<file path="config.mk">
export PLATFORM = sky130hd
export DESIGN_NAME = costas_loop_ctrl
export DESIGN_NICKNAME = d
export VERILOG_FILES = /design/src/rtl/costas_loop_ctrl.sv
export SDC_FILE = /design/constraint.sdc
export NUM_CORES = 1
export LEC_CHECK = 0
export BUFFER_PORTS_ARGS = -buffer_cell sky130_fd_sc_hd__buf_2
export CORE_ASPECT_RATIO = 0.6
export CORE_UTILIZATION = 50
export DETAILED_ROUTE_END_ITERATION = 7
export PLACE_DENSITY = 0.7
export SYNTH_ARGS = -nofsm -noshare
export SYNTH_HDL_FRONTEND = slang
export SYNTH_SLANG_ARGS = --single-unit
</file>
<file path="constraint.sdc">
create_clock -name axis_data_clk -period 5 [get_ports axis_data_clk]
set_input_delay 1 -clock axis_data_clk [delete_from_list [all_inputs] [get_ports axis_data_clk]]
set_output_delay 1 -clock axis_data_clk [all_outputs]
set_load 0.05 [all_outputs]
</file>
<file path="src/rtl/costas_loop_ctrl.sv">
`timescale 1ns / 1ps
// costas_loop_ctrl
//   Acquisition/tracking sequencer for the polar Costas loop. It owns the loop-filter gains,
//   the loop reset and the freeze line, and it detects lock from the phase error. Gain changes
//   reach the loop only at packet boundaries of the monitored sample stream.
// Ports
//   axis_data_clk / axis_data_rst : sole clock, synchronous active-high reset
//   s_ctrlport_req_* / resp_*     : CtrlPort register bank, ack one cycle after a mapped request
//   mon_tvalid/tready/tlast       : observed handshake of the sample stream (packet framing)
//   phase_err / phase_err_valid   : signed loop phase error and its qualifier
//   loop_kp / loop_ki             : applied proportional / integral gains
//   loop_rst / loop_freeze        : loop reset and NCO/integrator hold
//   locked / state                : TRACK indicator and FSM state (0 DIS,1 FLUSH,2 ACQ,3 TRK)
module costas_loop_ctrl #(
   parameter int unsigned ERR_W            = 16,
   parameter int unsigned GAIN_W           = 16,
   parameter int unsigned FLUSH_CYCLES     = 16,
   parameter logic [31:0] DEF_ACQ_GAINS    = 32'h0,
   parameter logic [31:0] DEF_TRK_GAINS    = 32'h0,
   parameter int unsigned DEF_LOCK_THRESH  = 1024,
   parameter int unsigned DEF_LOCK_COUNT   = 256,
   parameter int unsigned DEF_UNLOCK_COUNT = 64
) (
   input  logic                    axis_data_clk,
   input  logic                    axis_data_rst,
   input  logic                    s_ctrlport_req_wr,
   input  logic                    s_ctrlport_req_rd,
   input  logic [19:0]             s_ctrlport_req_addr,
   input  logic [31:0]             s_ctrlport_req_data,
   output logic                    s_ctrlport_resp_ack,
   output logic [31:0]             s_ctrlport_resp_data,
   input  logic                    mon_tvalid,
   input  logic                    mon_tready,
   input  logic                    mon_tlast,
   input  logic signed [ERR_W-1:0] phase_err,
   input  logic                    phase_err_valid,
   output logic [GAIN_W-1:0]       loop_kp,
   output logic [GAIN_W-1:0]       loop_ki,
   output logic                    loop_rst,
   output logic                    loop_freeze,
   output logic                    locked,
   output logic [1:0]              state
);

   localparam logic [19:0] AddrCtrl     = 20'h00;
   localparam logic [19:0] AddrAcq      = 20'h04;
   localparam logic [19:0] AddrTrk      = 20'h08;
   localparam logic [19:0] AddrThresh   = 20'h0C;
   localparam logic [19:0] AddrLockCnt  = 20'h10;
   localparam logic [19:0] AddrUnlkCnt  = 20'h14;
   localparam logic [19:0] AddrStatus   = 20'h18;

   localparam logic [15:0]      FlushLast = 16'(FLUSH_CYCLES - 1);
   localparam logic [ERR_W-1:0] ErrMin    = {1'b1, {(ERR_W-1){1'b0}}};
   localparam logic [ERR_W-1:0] ErrMax    = {1'b0, {(ERR_W-1){1'b1}}};

   typedef enum logic [1:0] {
      StDisabled = 2'd0,
      StFlush    = 2'd1,
      StAcquire  = 2'd2,
      StTrack    = 2'd3
   } state_e;

   // Register bank
   logic             ctrl_en_q, ctrl_frz_q, soft_rst_q;
   logic [31:0]      acq_q, trk_q;
   logic [ERR_W-1:0] thresh_q;
   logic [15:0]      lock_cnt_q, unlock_cnt_q;

   // Sequencer state
   state_e      state_q, state_d;
   logic [15:0] cnt_q, cnt_d;
   logic [15:0] flush_q, flush_d;
   logic [15:0] lost_q, lost_d;
   logic        in_pkt_q, in_pkt_d;
   logic [31:0] gains_q, gains_d;

   // CtrlPort response
   logic        ack_q, ack_d;
   logic [31:0] rdata_q, rdata_d;
   logic [31:0] rd_val;
   logic        mapped;

   // Lock detection
   logic [ERR_W-1:0] err_mag;
   logic             err_in;
   logic [16:0]      cnt_inc, lock_eff, unlock_eff;
   logic             fire, boundary;

   always_comb begin
      if (phase_err[ERR_W-1]) begin
         // The most negative code has no positive counterpart; clamp it.
         err_mag = (phase_err == ErrMin) ? ErrMax : ERR_W'(-phase_err);
      end else begin
         err_mag = phase_err;
      end
   end

   assign err_in     = phase_err_valid && (err_mag < thresh_q);
   assign cnt_inc    = {1'b0, cnt_q} + 17'd1;
   assign lock_eff   = {1'b0, (lock_cnt_q == 16'd0) ? 16'd1 : lock_cnt_q};
   assign unlock_eff = {1'b0, (unlock_cnt_q == 16'd0) ? 16'd1 : unlock_cnt_q};

   assign fire     = mon_tvalid && mon_tready;
   assign boundary = (fire && mon_tlast) || (!in_pkt_q && !fire);
   assign in_pkt_d = fire ? !mon_tlast : in_pkt_q;

   // Next-state logic for the sequencer
   always_comb begin
      state_d = state_q;
      cnt_d   = cnt_q;
      flush_d = flush_q;
      lost_d  = lost_q;
      if (!ctrl_en_q) begin
         state_d = StDisabled;
         cnt_d   = '0;
         flush_d = '0;
      end else if (soft_rst_q && (state_q != StDisabled)) begin
         state_d = StFlush;
         cnt_d   = '0;
         flush_d = '0;
      end else begin
         unique case (state_q)
            StDisabled: begin
               state_d = StFlush;
               cnt_d   = '0;
               flush_d = '0;
            end
            StFlush: begin
               // Flush keeps counting even while frozen.
               if (flush_q == FlushLast) begin
                  state_d = StAcquire;
                  cnt_d   = '0;
               end else begin
                  flush_d = flush_q + 16'd1;
               end
            end
            StAcquire: begin
               if (!ctrl_frz_q && phase_err_valid) begin
                  if (!err_in) begin
                     cnt_d = '0;
                  end else if (cnt_inc >= lock_eff) begin
                     state_d = StTrack;
                     cnt_d   = '0;
                  end else begin
                     cnt_d = cnt_inc[15:0];
                  end
               end
            end
            StTrack: begin
               if (!ctrl_frz_q && phase_err_valid) begin
                  if (err_in) begin
                     cnt_d = '0;
                  end else if (cnt_inc >= unlock_eff) begin
                     state_d = StAcquire;
                     cnt_d   = '0;
                     if (lost_q != 16'hFFFF) lost_d = lost_q + 16'd1;
                  end else begin
                     cnt_d = cnt_inc[15:0];
                  end
               end
            end
         endcase
      end
   end

   // Gain update: immediate while the loop is held in reset, otherwise only between packets.
   always_comb begin
      gains_d = gains_q;
      if ((state_d == StDisabled) || (state_d == StFlush)) begin
         gains_d = acq_q;
      end else if (boundary) begin
         gains_d = (state_q == StTrack) ? trk_q : acq_q;
      end
   end

   // Read decode
   always_comb begin
      rd_val = '0;
      mapped = 1'b1;
      case (s_ctrlport_req_addr)
         AddrCtrl:    rd_val = {29'd0, ctrl_frz_q, 1'b0, ctrl_en_q};
         AddrAcq:     rd_val = acq_q;
         AddrTrk:     rd_val = trk_q;
         AddrThresh:  rd_val[ERR_W-1:0] = thresh_q;
         AddrLockCnt: rd_val[15:0] = lock_cnt_q;
         AddrUnlkCnt: rd_val[15:0] = unlock_cnt_q;
         AddrStatus:  rd_val = {lost_q, 13'd0, (state_q == StTrack), state_q};
         default:     mapped = 1'b0;
      endcase
   end

   assign ack_d   = (s_ctrlport_req_wr || s_ctrlport_req_rd) && mapped;
   assign rdata_d = (s_ctrlport_req_rd && mapped) ? rd_val : rdata_q;

   always_ff @(posedge axis_data_clk) begin
      if (axis_data_rst) begin
         ctrl_en_q    <= 1'b0;
         ctrl_frz_q   <= 1'b0;
         soft_rst_q   <= 1'b0;
         acq_q        <= DEF_ACQ_GAINS;
         trk_q        <= DEF_TRK_GAINS;
         thresh_q     <= ERR_W'(DEF_LOCK_THRESH);
         lock_cnt_q   <= 16'(DEF_LOCK_COUNT);
         unlock_cnt_q <= 16'(DEF_UNLOCK_COUNT);
         state_q      <= StDisabled;
         cnt_q        <= '0;
         flush_q      <= '0;
         lost_q       <= '0;
         in_pkt_q     <= 1'b0;
         gains_q      <= DEF_ACQ_GAINS;
         ack_q        <= 1'b0;
         rdata_q      <= '0;
      end else begin
         soft_rst_q <= 1'b0;
         if (s_ctrlport_req_wr) begin
            case (s_ctrlport_req_addr)
               AddrCtrl: begin
                  ctrl_en_q  <= s_ctrlport_req_data[0];
                  soft_rst_q <= s_ctrlport_req_data[1];
                  ctrl_frz_q <= s_ctrlport_req_data[2];
               end
               AddrAcq:     acq_q        <= s_ctrlport_req_data;
               AddrTrk:     trk_q        <= s_ctrlport_req_data;
               AddrThresh:  thresh_q     <= s_ctrlport_req_data[ERR_W-1:0];
               AddrLockCnt: lock_cnt_q   <= s_ctrlport_req_data[15:0];
               AddrUnlkCnt: unlock_cnt_q <= s_ctrlport_req_data[15:0];
               default: ;
            endcase
         end
         state_q  <= state_d;
         cnt_q    <= cnt_d;
         flush_q  <= flush_d;
         lost_q   <= lost_d;
         in_pkt_q <= in_pkt_d;
         gains_q  <= gains_d;
         ack_q    <= ack_d;
         rdata_q  <= rdata_d;
      end
   end

   assign s_ctrlport_resp_ack  = ack_q;
   assign s_ctrlport_resp_data = rdata_q;
   assign loop_kp              = gains_q[GAIN_W-1:0];
   assign loop_ki              = gains_q[16 +: GAIN_W];
   assign loop_rst             = (state_q == StDisabled) || (state_q == StFlush);
   assign loop_freeze          = ctrl_frz_q;
   assign locked               = (state_q == StTrack);
   assign state                = state_q;

endmodule

</file>
Word level (Yosys, flattened, before mapping)
Cells that the tools add are included.
{"block": "op_classes", "eq_ne": 17, "mux": 30, "n_bitwise": 5, "order_cmp": 3, "add_sub_neg": 4, "reduce_logical": 36}
{"operator": "$mux 16", "n": 12}
{"operator": "$pmux 16 s7", "n": 1}
{"operator": "$mux 32", "n": 3}
{"operator": "$pmux 16 s4", "n": 1}
{"operator": "$eq 20x5->1 const B", "n": 3}
{"operator": "$pmux 16 s3", "n": 1}
{"operator": "$eq 20x4->1 const B", "n": 2}
{"operator": "$ge 17x16->1", "n": 2}
{"operator": "$add 16x1->16 const B", "n": 2}
{"operator": "$logic_not 16->1", "n": 2}
{"operator": "$pmux 16 s2", "n": 1}
{"operator": "$eq 20x3->1 const B", "n": 1}
{"operator": "$logic_not 20->1", "n": 1}
{"operator": "$mux 2", "n": 9}
{"operator": "$add 16x1->17 const B", "n": 1}
{"operator": "$eq 16x16->1 const B", "n": 1}
{"operator": "$eq 16x4->1 const B", "n": 1}
{"operator": "$lt 16x16->1", "n": 1}
{"operator": "$ne 16x16->1 const B", "n": 1}
{"operator": "$neg 16->16", "n": 1}
{"operator": "$reduce_and 2->1", "n": 7}
{"operator": "$logic_and 1x1->1", "n": 8}
{"operator": "$pmux 2 s4", "n": 1}
{"operator": "$reduce_and 7->1", "n": 1}
{"operator": "13 further kinds", "n": 31}
{"block": "totals", "register_bits": 231, "in_bits": 76, "out_inout_bits": 70, "wordCells": 111}

Longest topological paths before layout
Gate-level depths: netlist of the first run.
{"block": "depth", "ltp_word": 13, "depth_mapped": 18}

Worst setup path after synthesis of the first run
No wires, ideal clock.
{"block": "synth_path", "kind": "input to register", "start": "input port phase_err[5]", "end": "register lost_q[12]", "cell_stages": 18, "required_ns": 4.872, "arrival_time_ns": 4.380, "path_slack_ns": 0.493, "setup_ns": 0.128, "path_buffers": 1, "cell_sequence": "nor4_2 > nand2b_1 > nor2_1 > nand3_1 > or4_1 > o31ai_1 > xor2_1 > nand2_1 > ha_1 > nand4_1 > nor4_1 > o211ai_1 > o211ai_1 > nor4b_4 > buf_6 > nand4_4 > xor2_1 > nor2_1"}
{"block": "synth_between", "elab_chain_cells": 7, "elab_cells_between_ends": 8, "cone_classes": "add/sub (1); order compare (1); eq/ne (1); mux (2); bitwise (1); reduce/logical (2)"}
{"item": "from (decl)", "line": "35", "source": "input logic signed [ERR_W-1:0] phase_err,"}
{"item": "$neg 16->16 / $eq 16x16->1 (equally long branches)", "line": "93", "source": "err_mag = (phase_err == ErrMin) ? ErrMax : ERR_W'(-phase_err);"}
{"item": "$mux 16", "line": "93"}
{"item": "$mux 16 (*)", "line": "91", "source": "if (phase_err[ERR_W-1]) begin"}
{"item": "$lt 16x16->1 (*)", "line": "99", "source": "assign err_in = phase_err_valid && (err_mag < thresh_q);"}
{"item": "$logic_and 1x1->1 (*)", "line": "99"}
{"item": "$not 1->1 (no line) (*)"}
{"item": "$reduce_and 7->1 (no line) (*)"}
{"item": "to (signal assigned)", "line": "234", "source": "lost_q <= lost_d;"}
{"item": "to (decl)", "line": "74", "source": "logic [15:0] lost_q, lost_d;"}
Mark *: on every way between the ends. The rest lies on a longest branch, timed or not.
A chain may end at the register's enable or synchronous reset.

Final worst setup path of the first run
{"block": "layout_path", "start": "input port phase_err[3]", "end": "register lost_q[3]"}
Same word-level chain as after synthesis.

==> results of run 1 <==
stage by stage:
step	hold slack (ns)	instance area, µm²	power [mW]	setup WS (ns)
floorplan	0.444	11500	1.96	0.493
global placement	0.457	12400	2.03	0.170
detailed placement	0.461	12400	2.03	0.105
CTS	0.469	13200	3.88	0.632
global route	0.487	13200	3.97	0.177
finish	0.471	13200	3.87	0.589
synth_stat cells (4+ instances only):
library cell / n
clkbuf_1: 79
o31ai_1: 4
dfxtp_1: 231
o21ai_0: 27
a221oi_1: 6
nand2_1: 260
mux2i_1: 37
or3_1: 4
a31oi_1: 9
nand4_1: 21
xor2_1: 31
nand3_1: 87
ha_1: 51
nor3_1: 20
a211o_1: 4
nor2b_1: 6
a311oi_1: 15
a211oi_1: 44
o211ai_1: 6
inv_1: 59
xnor2_1: 16
nor3b_1: 4
nor4_1: 17
a21o_1: 5
and2_1: 7
buf_2: 17
a22oi_1: 18
nor2_1: 127
a21oi_1: 140
and4_1: 4
and3_1: 20
a222oi_1: 26
registers in the layout, indices dropped and copies added, names as in the netlist, 2 cells and up:
name and flops:
lost_q 16, thresh_q 16, unlock_cnt_q 16, state 2, cnt_q 16, flush_q 16, gains_q 32, acq_q 32
s_ctrlport_resp_data 32, trk_q 32, lock_cnt_q 16
worst max path at each step:
stage	start	endpoint	slack, ns	depth (start not counted)
final	phase_err[3]	lost_q[3]$_SDFFE_PP0P_	0.59	19
after global placement	phase_err[5]	lost_q[3]$_SDFFE_PP0P_	0.17	19
after global routing	phase_err[5]	lost_q[4]$_SDFFE_PP0P_	0.18	19
after detailed placement	phase_err[5]	lost_q[3]$_SDFFE_PP0P_	0.10	19
after CTS	phase_err[5]	lost_q[3]$_SDFFE_PP0P_	0.63	19
after floorplan	phase_err[5]	lost_q[12]$_SDFFE_PP0P_	0.49	18
metal layers:
metal / vias up / global-route usage
met5: - / 0
met4: 0 / 0.0514
met3: 45 / 0.0833
met2: 501 / 0.393
met1: 5213 / 0.480
li1: 5309 / -
worst max-delay path, delay by kind of cell:
family | cells | cell delay (ns)
AOI/OAI and AO/OA | 3 | 0.64
adders and majority gates | 1 | 0.31
xor gates and xnor gates | 2 | 0.32
and+or+nand+nor | 11 | 2.17
buffers and inverters | 2 | 0.32
logic make-up after synthesis:
group / after synthesis
xor+xnor: 47
compound gates: 320
mux: 39
buf+inv: 159
fa+ha+maj: 51
simple gates: 595
flops: 231
power breakdown:
part,switching (mW),internal (mW)
Combinational,0.0996,0.0521
Clock,0.736,1.14
Sequential,0.000127,1.84
area by class of cell:
| cell class | instances | area, µm² | share of cell area |
|---|---|---|---|
| inverters | 59 | 221 | 0.0168 |
| clock inverters | 8 | 165 | 0.0125 |
| flip-flops and latches | 231 | 4620 | 0.350 |
| clock buffers | 30 | 632 | 0.0479 |
| multi-input cells | 1052 | 6270 | 0.475 |
| diodes | 1 | 2.50 | 0.000190 |
| repair buffers | 163 | 905 | 0.0685 |
| well taps | 308 | 385 | 0.0292 |
==> results.py, run 1 <==
metrics = {
    "place": {
        "dp_cells": 1813,
        "io_buffers": 145,
        "globalplace.congestion": 0.897,
        "dp_hpwl_um": 25100,
    },
    "final_layout": {
        "syn2layout_area_growth_pct": 14.8,
        "utilization": 0.592,
        "instances_no_fill": 1852,
        "nets": 1657,
        "layout_common_cells": "nand2_1 (259), dfxtp_1 (231), buf_2 (144)",
        "drive_gt1_frac": 0.137,
        "mostFrequentLayoutCell": "nand2_1",
        "fillers": 2056,
    },
    "drt": {
        "route.met3.wl_um": 4120,
        "routedWlPerCell_um": 19.3,
        "viasPerCell": 5.98,
        "drt.antenna.violating_nets": 0,
        "drt-met1-wl_um": 17300,
        "drt_wl_total_um": 35800,
        "drtIter0Drc": 1397,
        "highest_layer": "met4",
        "wl_met2_um": 13900,
        "drc": 0,
        "drt-pass1-iter-count": 8,
        "vias": 11100,
    },
    "worst_setup_path": {
        "reg2reg_to": "lost_q[3]$_SDFFE_PP0P_",
        "crit_type": "input port to flop",
        "cp_slowest_cell": "or4_1",
        "critPathLaunchType": "input port",
        "reg2reg_from": "cnt_q[0]$_SDFFE_PP0P_",
        "cp_max_fo": 16,
        "r2r_slack_ns": 0.79,
        "crit_path_end_kind": "flop",
        "max_stage_delay_ns": 0.48,
        "cp.arrival_ns": 4.77,
        "crit_path_cell_trace": "buf_2 -> nor4_2 -> nand2b_1 -> nor2_1 -> nand3_1 -> or4_1 -> o31ai_1 -> xor2_1 -> nand2_1 -> ha_1 -> nand4_1 -> nor4_1 -> o211ai_1 -> o211ai_1 -> nor4b_4 -> buf_12 -> nand4_1 -> xor2_1 -> nor2_1",
        "r2r_cells": 16,
        "required_ns": 5.36,
    },
    "synthesis": {
        "synth-seq-cells": 231,
        "synth.largest_area_cell": "dfxtp_1",
        "yosys.area_share.simple": 0.235,
        "ys.flop_type": "dfxtp_1",
        "syn_nets": 1569,
        "syn-cell-area_um2": 11500,
        "synth_edf_count": 0,
        "yosysTopAreaCellShare": 0.402,
        "synthCells": 1442,
        "synth_xor_area_frac": 0.0358,
        "ys_warn_count": 0,
        "synth_top_family_by_area": "simple AND/OR/NAND/NOR gates",
        "netlist_top_cells_area": "dfxtp_1 (40%), nand2_1 (8.5%), a21oi_1 (6.1%)",
        "synth.avg_cell_area_um2": 7.98,
        "muxShareOfSynthArea": 0.0351,
        "synthDistinctLibCells": 60,
        "seq_area_frac_synth": 0.402,
        "synth_compound_area_frac": 0.182,
        "ys_async_sr_fraction": 0,
        "yosys.area_share.adder": 0.0555,
    },
    "floorplanning": {
        "die_height_um": 119,
        "start_util": 0.516,
        "die_area_um2": 23600,
        "ioPinCount": 146,
        "die_x_um": 198,
        "num_rows": 42,
        "core_um2": 22300,
    },
    "cts": {
        "cts_setup_buffers": 0,
        "clock_latency_ns": 0.52,
        "clock_sinks": 231,
        "clkSlewWorstSetupHoldPaths_ns": 0.06,
        "cts_root_buf": "clkbuf_16",
        "cts_resized": 0,
        "cts_tree": "yes",
        "cts_buffers": 23,
        "cts_max_level": 1,
        "clock_path_buffers": 3,
        "holdBufCountCts": 0,
    },
    "power": {
        "powerDensity_nw_per_um2": 293,
        "p_leak_nw": 5.16,
        "peakVddDrop_v": 0.000212,
    },
    "global_route": {
        "antenna_found_initial": 1,
        "grt_pass1_wl_um": 55900,
        "grt_usage": 0.301,
        "grt_pass1_vias": 9868,
        "grt_start_max_net_pins": 102,
        "grt_overflow_total": 0,
    },
    "sta": {
        "slew_violations": 0,
        "finalCritPeriodShare": 0.882,
        "slew_headroom": 0.290,
        "final-hold-violation-count": 0,
        "fmax_mhz": 227,
        "setup_viol_count_final": 0,
        "skew_ns": 0.0198,
        "fin_crit_ns": 4.41,
        "finalSetupTns_ns": 0,
        "tightest_slew_ns": 1.07,
        "rsz0062_at_grt": "no",
    },
    "hold_path": {
        "holdPathEnd": "acq_q[20]$_SDFFE_PP0P_",
        "hold_path_depth": 2,
        "hold_path.class": "flop to flop",
        "hold_path_startpoint": "acq_q[20]$_SDFFE_PP0P_",
    },
    "run_status": {
        "status": "complete, no violations",
    },
    "run": {
        "maxCapViolCount": 0,
    },
}
Note: power is estimated with default switching activity, not from simulation.
==> inputs of run 2 (changes only) <==
==> constraint.sdc (replaced) <==
create_clock -name axis_data_clk -period 5.2 [get_ports axis_data_clk]
set_input_delay 1.04 -clock axis_data_clk [delete_from_list [all_inputs] [get_ports axis_data_clk]]
set_output_delay 1.04 -clock axis_data_clk [all_outputs]
set_load 0.05 [all_outputs]
==> results.py, run 2 (same netlist as run 1, synthesis figures left out) <==
metrics = {
    "floorplanning": {
        "ioPinCount": 146,
        "core_um2": 22300,
        "die_area_um2": 23600,
        "die_x_um": 198,
        "start_util": 0.516,
        "die_height_um": 119,
        "num_rows": 42,
    },
    "sta": {
        "rsz0062_at_grt": "no",
        "fin_crit_ns": 4.64,
        "finalCritPeriodShare": 0.893,
        "slew_headroom": 0.274,
        "skew_ns": 0.0121,
        "tightest_slew_ns": 1.09,
        "fin_hold_ws_ns": 0.472,
        "setup_viol_count_final": 0,
        "setup_slack_ns": 0.556,
        "finalSetupTns_ns": 0,
        "final-hold-violation-count": 0,
        "fmax_mhz": 215,
        "slew_violations": 0,
    },
    "place": {
        "place_area_um2": 12300,
        "post-place-ws_ns": 0.0261,
        "io_buffers": 145,
        "globalplace.congestion": 0.917,
        "dp_hpwl_um": 25100,
        "dp_cells": 1811,
    },
    "power": {
        "finalPower_mw": 3.50,
        "peakVddDrop_v": 0.000207,
        "powerDensity_nw_per_um2": 268,
        "p_leak_nw": 5.09,
    },
    "worst_setup_path": {
        "crit_path_end_kind": "flop",
        "reg2reg_to": "lost_q[3]$_SDFFE_PP0P_",
        "cp.arrival_ns": 5.01,
        "r2r_cells": 16,
        "r2r_slack_ns": 0.92,
        "cp_max_fo": 16,
        "reg2reg_from": "cnt_q[0]$_SDFFE_PP0P_",
        "crit_type": "input port to flop",
        "critPathLaunchType": "input port",
        "required_ns": 5.56,
    },
    "cts": {
        "cts_setup_buffers": 0,
        "cts_buffers": 22,
        "clock_latency_ns": 0.51,
        "clock_path_buffers": 3,
        "clkSlewWorstSetupHoldPaths_ns": 0.07,
        "clock_sinks": 231,
        "holdBufCountCts": 0,
        "cts_tree": "yes",
        "cts_max_level": 1,
        "cts_root_buf": "clkbuf_16",
        "cts_resized": 0,
    },
    "final_layout": {
        "drive_gt1_frac": 0.135,
        "utilization": 0.585,
        "layout_common_cells": "nand2_1 (259), dfxtp_1 (231), buf_2 (144)",
        "fillers": 2084,
        "design_area_um2": 13000,
        "instances_no_fill": 1849,
        "mostFrequentLayoutCell": "nand2_1",
        "nets": 1654,
        "syn2layout_area_growth_pct": 13.4,
    },
    "global_route": {
        "grt_overflow_total": 0,
        "grt_usage": 0.305,
        "grt_pass1_vias": 10100,
        "grt_pass1_wl_um": 56600,
        "grt_start_max_net_pins": 82,
        "antenna_found_initial": 2,
    },
    "drt": {
        "drt-pass1-iter-count": 8,
        "drt.antenna.violating_nets": 0,
        "drtIter0Drc": 1518,
        "drc": 2,
        "vias": 11000,
        "routedWlPerCell_um": 19.4,
        "viasPerCell": 5.96,
        "drt_wl_total_um": 35900,
    },
    "run_status": {
        "violations": "design-rule violations",
        "status": "finished, violations left",
    },
    "hold_path": {
        "hold_path_depth": 2,
        "holdPathEnd": "trk_q[22]$_SDFFE_PP0P_",
        "hold_path.class": "flop to flop",
        "hold_path_startpoint": "trk_q[22]$_SDFFE_PP0P_",
    },
    "run": {
        "maxCapViolCount": 0,
    },
}
-- run 2: worst max-delay path, cell delays in order --
cell and delay [ns]:
buf_2 0.11, nor4_2 0.39, nand2b_1 0.12, nor2_1 0.17
nand3_1 0.11, or4_1 0.47, o31ai_1 0.27, xor2_1 0.17
nand2_1 0.07, ha_1 0.31, nand4_1 0.16, nor4_1 0.32
o211ai_1 0.14, o211ai_1 0.23, nor4b_4 0.28, buf_4 0.27
nand4_1 0.15, xor2_1 0.16, nor2_1 0.05
-- run 2: cell type report --
class | count | area, µm² | share of cell area
Clock inverter | 8 | 67.6 | 0.00518
Timing Repair Buffer | 161 | 852 | 0.0654
Inverter | 59 | 221 | 0.0170
Multi-Input combinational cell | 1052 | 6270 | 0.481
Sequential cell | 231 | 4620 | 0.355
Antenna cell | 1 | 2.50 | 0.000192
Tap cell | 308 | 385 | 0.0296
Clock buffer | 29 | 618 | 0.0474
-- run 2: layer usage --
layer	vias up	GRT usage	share of wire
met5	-	0	0
li1	5288	-	-
met1	5169	0.464	0.47
met3	36	0.108	0.13
met4	0	0.0417	0.011
met2	525	0.412	0.39
-- run 2: worst max-delay path by stage --
stage	start	endpoint	slack [ns]	cells after the start
2_1_floorplan	phase_err[5]	lost_q[12]$_SDFFE_PP0P_	0.65	18
3_3_place_gp	phase_err[5]	lost_q[14]$_SDFFE_PP0P_	0.21	19
3_5_place_dp	phase_err[5]	lost_q[3]$_SDFFE_PP0P_	0.03	19
4_1_cts	phase_err[5]	lost_q[3]$_SDFFE_PP0P_	0.56	19
5_1_grt	phase_err[5]	lost_q[3]$_SDFFE_PP0P_	0.27	19
6_report	phase_err[5]	lost_q[3]$_SDFFE_PP0P_	0.56	19
-- run 2: power by group --
group,internal [mW],switching [mW]
clock network,0.884,0.699
logic,0.0498,0.0958
registers,1.77,0.000143
